<file path="config.mk">
export PLATFORM = sky130hd
export DESIGN_NAME = serial_subtractor
export DESIGN_NICKNAME = d
export VERILOG_FILES = /design/src/rtl/serial_subtractor.sv
export SDC_FILE = /design/constraint.sdc
export NUM_CORES = 1
export LEC_CHECK = 0
export ABC_AREA = 0
export CAP_MARGIN = 10
export CORE_ASPECT_RATIO = 1.5
export CORE_UTILIZATION = 40
export CTS_BUF_LIST = sky130_fd_sc_hd__clkbuf_16
export CTS_CLUSTER_DIAMETER = 60
export CTS_CLUSTER_SIZE = 24
export DETAILED_ROUTE_END_ITERATION = 6
export PLACE_DENSITY = 0.67
export SYNTH_ARGS = -nofsm -noshare
export SYNTH_HDL_FRONTEND = slang
export SYNTH_SLANG_ARGS = --single-unit
</file>
<file path="constraint.sdc">
create_clock -name clk -period 1.5 [get_ports clk]
set_clock_uncertainty 0.1 [all_clocks]
set_input_delay 0.225 -clock clk [delete_from_list [all_inputs] [get_ports clk]]
set_output_delay 0.225 -clock clk [all_outputs]
set_load 0.02 [all_outputs]
</file>
<file path="src/rtl/serial_subtractor.sv">
// Purpose : bit-serial two's-complement subtractor, D = A - B, one bit per clock, LSB first.
// Latency : start accepted on E0, done pulses after E(WIDTH), ready again after E(WIDTH+1).
// Backpressure: start is honoured only while ready=1; requests in RUN/DONE are dropped, not queued.
//
// Ports:
//   clk, rst_n      rising-edge clock, asynchronous active-low reset
//   start           request; A and B are sampled on the accepting edge only
//   A, B            minuend, subtrahend (WIDTH bits)
//   ready, busy     idle / subtraction in progress (decoded from the state register)
//   done            one-cycle pulse; D, B_out and V are valid from this cycle on
//   D               difference modulo 2^WIDTH, held until the next operation completes
//   B_out           unsigned borrow (A < B)
//   V               signed overflow
module serial_subtractor #(
   parameter int WIDTH = 8
) (
   input  logic             clk,
   input  logic             rst_n,
   input  logic             start,
   input  logic [WIDTH-1:0] A,
   input  logic [WIDTH-1:0] B,
   output logic             ready,
   output logic             busy,
   output logic             done,
   output logic [WIDTH-1:0] D,
   output logic             B_out,
   output logic             V
);

   localparam int CW = (WIDTH > 1) ? $clog2(WIDTH) : 1;
   localparam logic [CW-1:0] LAST_BIT = CW'(WIDTH - 1);

   typedef enum logic [1:0] {
      S_IDLE = 2'd0,
      S_RUN  = 2'd1,
      S_DONE = 2'd2
   } state_t;

   state_t           state;
   logic [WIDTH-1:0] a_sh;
   logic [WIDTH-1:0] b_sh;
   logic [WIDTH-1:0] res_sh;
   logic             bw;
   logic [CW-1:0]    cnt;

   // Full-subtractor cell on the current LSBs.
   logic a_bit;
   logic b_bit;
   logic d_bit;
   logic bw_next;

   always_comb begin
      a_bit   = a_sh[0];
      b_bit   = b_sh[0];
      d_bit   = a_bit ^ b_bit ^ bw;
      bw_next = (~a_bit & b_bit) | (~(a_bit ^ b_bit) & bw);
   end

   assign ready = (state == S_IDLE);
   assign busy  = (state == S_RUN);
   assign done  = (state == S_DONE);

   always_ff @(posedge clk or negedge rst_n) begin
      if (!rst_n) begin
         state  <= S_IDLE;
         a_sh   <= '0;
         b_sh   <= '0;
         res_sh <= '0;
         bw     <= 1'b0;
         cnt    <= '0;
         D      <= '0;
         B_out  <= 1'b0;
         V      <= 1'b0;
      end else begin
         case (state)
            S_IDLE: begin
               if (start) begin
                  a_sh  <= A;
                  b_sh  <= B;
                  bw    <= 1'b0;
                  cnt   <= '0;
                  state <= S_RUN;
               end
            end

            S_RUN: begin
               res_sh <= {d_bit, res_sh[WIDTH-1:1]};
               a_sh   <= a_sh >> 1;
               b_sh   <= b_sh >> 1;
               bw     <= bw_next;
               if (cnt == LAST_BIT) begin
                  // On the last bit a_bit/b_bit are the operand sign bits, so
                  // overflow can be formed here without keeping the MSBs aside.
                  D     <= {d_bit, res_sh[WIDTH-1:1]};
                  B_out <= bw_next;
                  V     <= (a_bit ^ b_bit) & (a_bit ^ d_bit);
                  state <= S_DONE;
               end else begin
                  cnt <= cnt + 1'b1;
               end
            end

            S_DONE: begin
               state <= S_IDLE;
            end

            default: begin
               state <= S_IDLE;
            end
         endcase
      end
   end

endmodule

</file>
* Word-level counts from Yosys, hierarchy flattened
Index checks and enable logic that the tools add are counted.
** Storage, ports and cells
- Bits of input ports :: 19
- Output and inout port bits :: 13
- Bits in registers :: 40
- Logic and storage cells :: 43
** Cells by class
- Equality and inequality tests :: 6
- Reductions and logical operators :: 6
- Bitwise operators :: 9
- Add/subtract/negate cells :: 1
- Mux-type cells :: 12
** Operators by type and width (count)
- $pmux 8 s2 :: 2
- $mux 8 :: 2
- $mux 3 :: 2
- $pmux 3 s2 :: 1
- $reduce_and 2->1 :: 3
- $mux 2 :: 2
- $ne 2x2->1 const B :: 2
- $pmux 2 s2 :: 1
- $add 3x1->3 const B :: 1
- $and 1x1->1 :: 3
- $eq 3x3->1 const B :: 1
- $reduce_and 3->1 :: 1
- $xor 1x1->1 :: 3
- $eq 2x1->1 const B :: 1
- $eq 2x2->1 const B :: 1
- $logic_not 2->1 :: 1
- $ne 2x1->1 const B :: 1
- $not 1->1 :: 2
- $pmux 1 s2 :: 1
- $reduce_bool 2->1 :: 1
- $mux 1 :: 1
- $or 1x1->1 :: 1

* Depth between registers and ports, before layout
- Word-level depth :: 5
- Mapped depth :: 6
- Depth with buffers taken out :: 5

* Worst setup path before layout
No wires, ideal clock.
- Kind :: register to register
- From :: register cnt[0]
- To :: register B_out
- Data arrival time :: 1367 ps
- Clock period less this slack :: 1592 ps
- Stages on the path, launching flop included :: 6
- Setup slack :: -92 ps
- Data required time :: 1275 ps
- Path buffers :: 1
- Library setup time :: 125 ps
- Cell sequence :: dfrtp_1 -> ha_1 -> ha_1 -> nand3b_4 -> buf_6 -> mux2_4
** On the way
- Word-level cells in the longest chain between the ends :: 2
** RTL lines
- start: declaration :: line 44 : logic [CW-1:0] cnt;
- start signal: assignment :: line 99 : cnt <= cnt + 1'b1;
- $eq 3x3->1 :: line 91 : if (cnt == LAST_BIT) begin
- $reduce_and 2->1 (no source line)
- end signal: assignment :: line 95 : B_out <= bw_next;
- end: declaration :: line 26 : output logic B_out,
Every way passes these cells.
A chain may end at the register's enable or synchronous reset.

* Worst setup path in the final report
- From :: register cnt[1]
- To :: register D[2]
** On the way
- Word-level cells in the longest chain between the ends :: 2
** RTL lines
- $eq 3x3->1 :: line 91
- $reduce_and 2->1 (no source line)
- end signal: assignment :: line 94 : D <= {d_bit, res_sh[WIDTH-1:1]};
- end: declaration :: line 25 : output logic [WIDTH-1:0] D,
Every way passes these cells.

==> flow_summary.json <==
{
  "r2r_start": "cnt[1]$_DFFE_PN0P_",
  "clkPwrFrac_pct": 22.9,
  "hp-class": "register to register",
  "ctsLongestPathBuffers": 2,
  "synth_fp_nets": 193,
  "clk_latency_ns": 0.28,
  "syn_area_per_cell_um2": 10.6,
  "clk_pin_slew_ns": 0.06,
  "drive_above_1_share_pct": 21.6,
  "cts_tree": "built",
  "fin_ws_ns": 0.0216,
  "pwr-share-comb_pct": 40.8,
  "holdPathStages": 2,
  "area_growth_pct": 35.3,
  "synthCells": 170,
  "share_seq_of_total_power_pct": 36.2,
  "maxCapViolCount": 0,
  "rsz0062_at_grt": "yes",
  "p_int_mw": 3.39,
  "slowest_delay_ns": 0.36,
  "min_period_ns": 1.48,
  "grt.total_usage_pct": 17.9,
  "syn_area_um2": 1810,
  "hold_viol_final": 0,
  "crit_start": "cnt[1]$_DFFE_PN0P_",
  "ys_warn_count": 0,
  "nNetsFinal": 240,
  "ys_ff_latch": 39,
  "grt_max_degree": 40,
  "grt_pass1_vias": 1565,
  "fp-row-count": 29,
  "p_per_area_nw_per_um2": 2140,
  "wire_per_inst_um": 15.2,
  "cp_max_fo": 7,
  "diodes": 0,
  "clkSinkCount": 39,
  "port_buffers": 31,
  "routed_wl_um": 4010,
  "outcome": "finished with violations",
  "cpMaxStageDelayCell": "dfrtp_1",
  "dp_slack_ns": -0.0680,
  "drv_slew": 0,
  "p_leak_nw": 1.15,
  "hold_start": "res_sh[1]$_DFFE_PN0N_",
  "grt_pass1_wl_um": 6740,
  "overflow": 0,
  "drtIter0Drc": 43,
  "final_common_cell": "dfrtp_1",
  "placed_cells": 252,
  "final_antenna_net_count": 0,
  "power.total_mw": 5.24,
  "htreeDepth": 2,
  "p_sw_mw": 1.85,
  "num_io_pins": 32,
  "setup_viol_count_final": 0,
  "rr_worst_depth": 4,
  "cts_buffers": 5,
  "seq_area_frac_synth_pct": 53.9,
  "path_cells": "ha_2 > ha_4 > nand3b_2 > mux2_4",
  "synth_cell_type_count": 26,
  "cp-end-kind": "register",
  "worst-slew-pin-transition_ns": 0.490,
  "dr.pass1.iters": 6,
  "fmaxAchievable_mhz": 676,
  "final_cell_mix": "dfrtp_1 (38), nor3_1 (33), nand2_1 (24)",
  "die_y_um": 84.4,
  "fillers": 380,
  "fin_crit_sh_pct": 98.6,
  "violations": "design-rule violations",
  "viasPerCell": 5.62,
  "cp.depth": 4,
  "vdd.ir_drop.worst_mv": 1.09,
  "slew_headroom_pct": 67.3,
  "vias": 1484,
  "initial_core_util_pct": 42.3,
  "dieArea_um2": 4800,
  "crit_type": "register to register",
  "cp.required_ns": 1.57,
  "fp.dieW_um": 56.9,
  "route.detailed.drc": 4,
  "cp_data_arrival_time_ns": 1.54,
  "whs_ns": 0.377,
  "p_sw_share_pct": 35.3,
  "critPathBufInv": 0,
  "instances_no_fill": 264,
  "core-area_um2": 4280,
  "cp_top_family": "adder cells",
  "antenna_found_initial": 0,
  "cts-root-buf": "clkbuf_16",
  "place.gp.congestion": 0.810,
  "dp_hpwl_um": 2800,
  "startpoint_type": "register"
}
final timing paths:
check	end	slack (ns)
max in group asynchronous	state[0]$_DFFE_PN0P_	0.50
worst min register to register	res_sh[1]$_DFFE_PN0N_	0.38
worst max register to register	D[2]$_DFFE_PN0P_	0.02
min in group asynchronous	D[1]$_DFFE_PN0P_	0.44
worst min-delay path	res_sh[1]$_DFFE_PN0N_	0.38
worst max-delay path	D[2]$_DFFE_PN0P_	0.02
power groups by stage:
stage / Combinational [mW] / Clock, mW / Sequential [mW]
3_3_place_gp: 2.06 / 0 / 1.89
5_1_grt: 2.37 / 1.25 / 1.96
6_report: 2.14 / 1.20 / 1.90
2_1_floorplan: 1.30 / 0 / 1.98
4_1_cts: 2.13 / 1.23 / 1.90
3_5_place_dp: 2.15 / 0 / 1.92
final cells by class:
type	count	area (µm²)	area share (%)
clock buffer	5	125	5.11
clock inverter	3	43.8	1.79
inverter	5	18.8	0.766
multi-input combinational	116	783	32.0
sequential	39	977	39.9
tap	46	57.6	2.35
timing repair buffer	50	443	18.1
synthesized netlist by cell type (all sizes together):
cell	n	area share [%]
nand2	24	5.0
nand2b	2	1.2
buf	10	3.9
xnor2	1	0.48
mux2i	1	0.55
nor3	33	9.1
a22o	6	2.9
fa	1	1.1
mux2	9	6.6
o31ai	1	0.42
nor2	8	1.7
o21ai	6	1.7
inv	5	1.0
ha	3	2.1
dfrtp	39	54
clkbuf	1	0.21
o32ai	3	1.5
or2	1	0.35
nor2b	1	0.35
o22ai	14	4.8
nand3b	1	1.1
routing by layer:
layer,global-route usage [%],wire (µm),up-vias
li1,-,-,707
met1,18.3,1650,732
met2,34.7,2170,36
met3,3.24,126,9
met4,7.32,72,0
met5,0,0,-
worst register-to-register path, cell delays in order (launching register included):
cell and delay, ns:
dfrtp_1 0.36, ha_2 0.20, ha_4 0.19, nand3b_2 0.18, mux2_4 0.34
through the flow:
step                      TNS, ns  cell area (µm²)  utilization, %
after detailed placement   -0.383             2230            52.2
after CTS                       0             2430            56.7
after global routing       -0.143             2450            57.2
after global placement    -0.0558             2230            52.2
after floorplan                 0             1820               -
final                           0             2450            57.2
logic make-up after synthesis:
logic type,count (synthesis),synth area share [%]
AOI/OAI and AO/OA,30,11.3
xor gates and xnor gates,1,0.484
adders and majority gates,4,3.18
buffers and inverters,16,5.12
DFF,39,53.9
muxes,10,7.19
and+or+nand+nor,70,18.8
repair_timing:
action	4_1_cts	5_1_grt
gates cloned	1	0
endpoints found under the setup margin	17	14
pin swaps	0	1
hold endpoints to repair	39	0
hold buffers	1	0
resized for setup	23	4
setup buffers	0	2
flip-flops by register name, summed over array words and instances, names as in the netlist:
register	cells
V	1
a_sh	8
cnt	3
res_sh	7
D	8
b_sh	8
B_out	1
state	2
bw	1
Note: power is estimated with default switching activity, not from simulation.
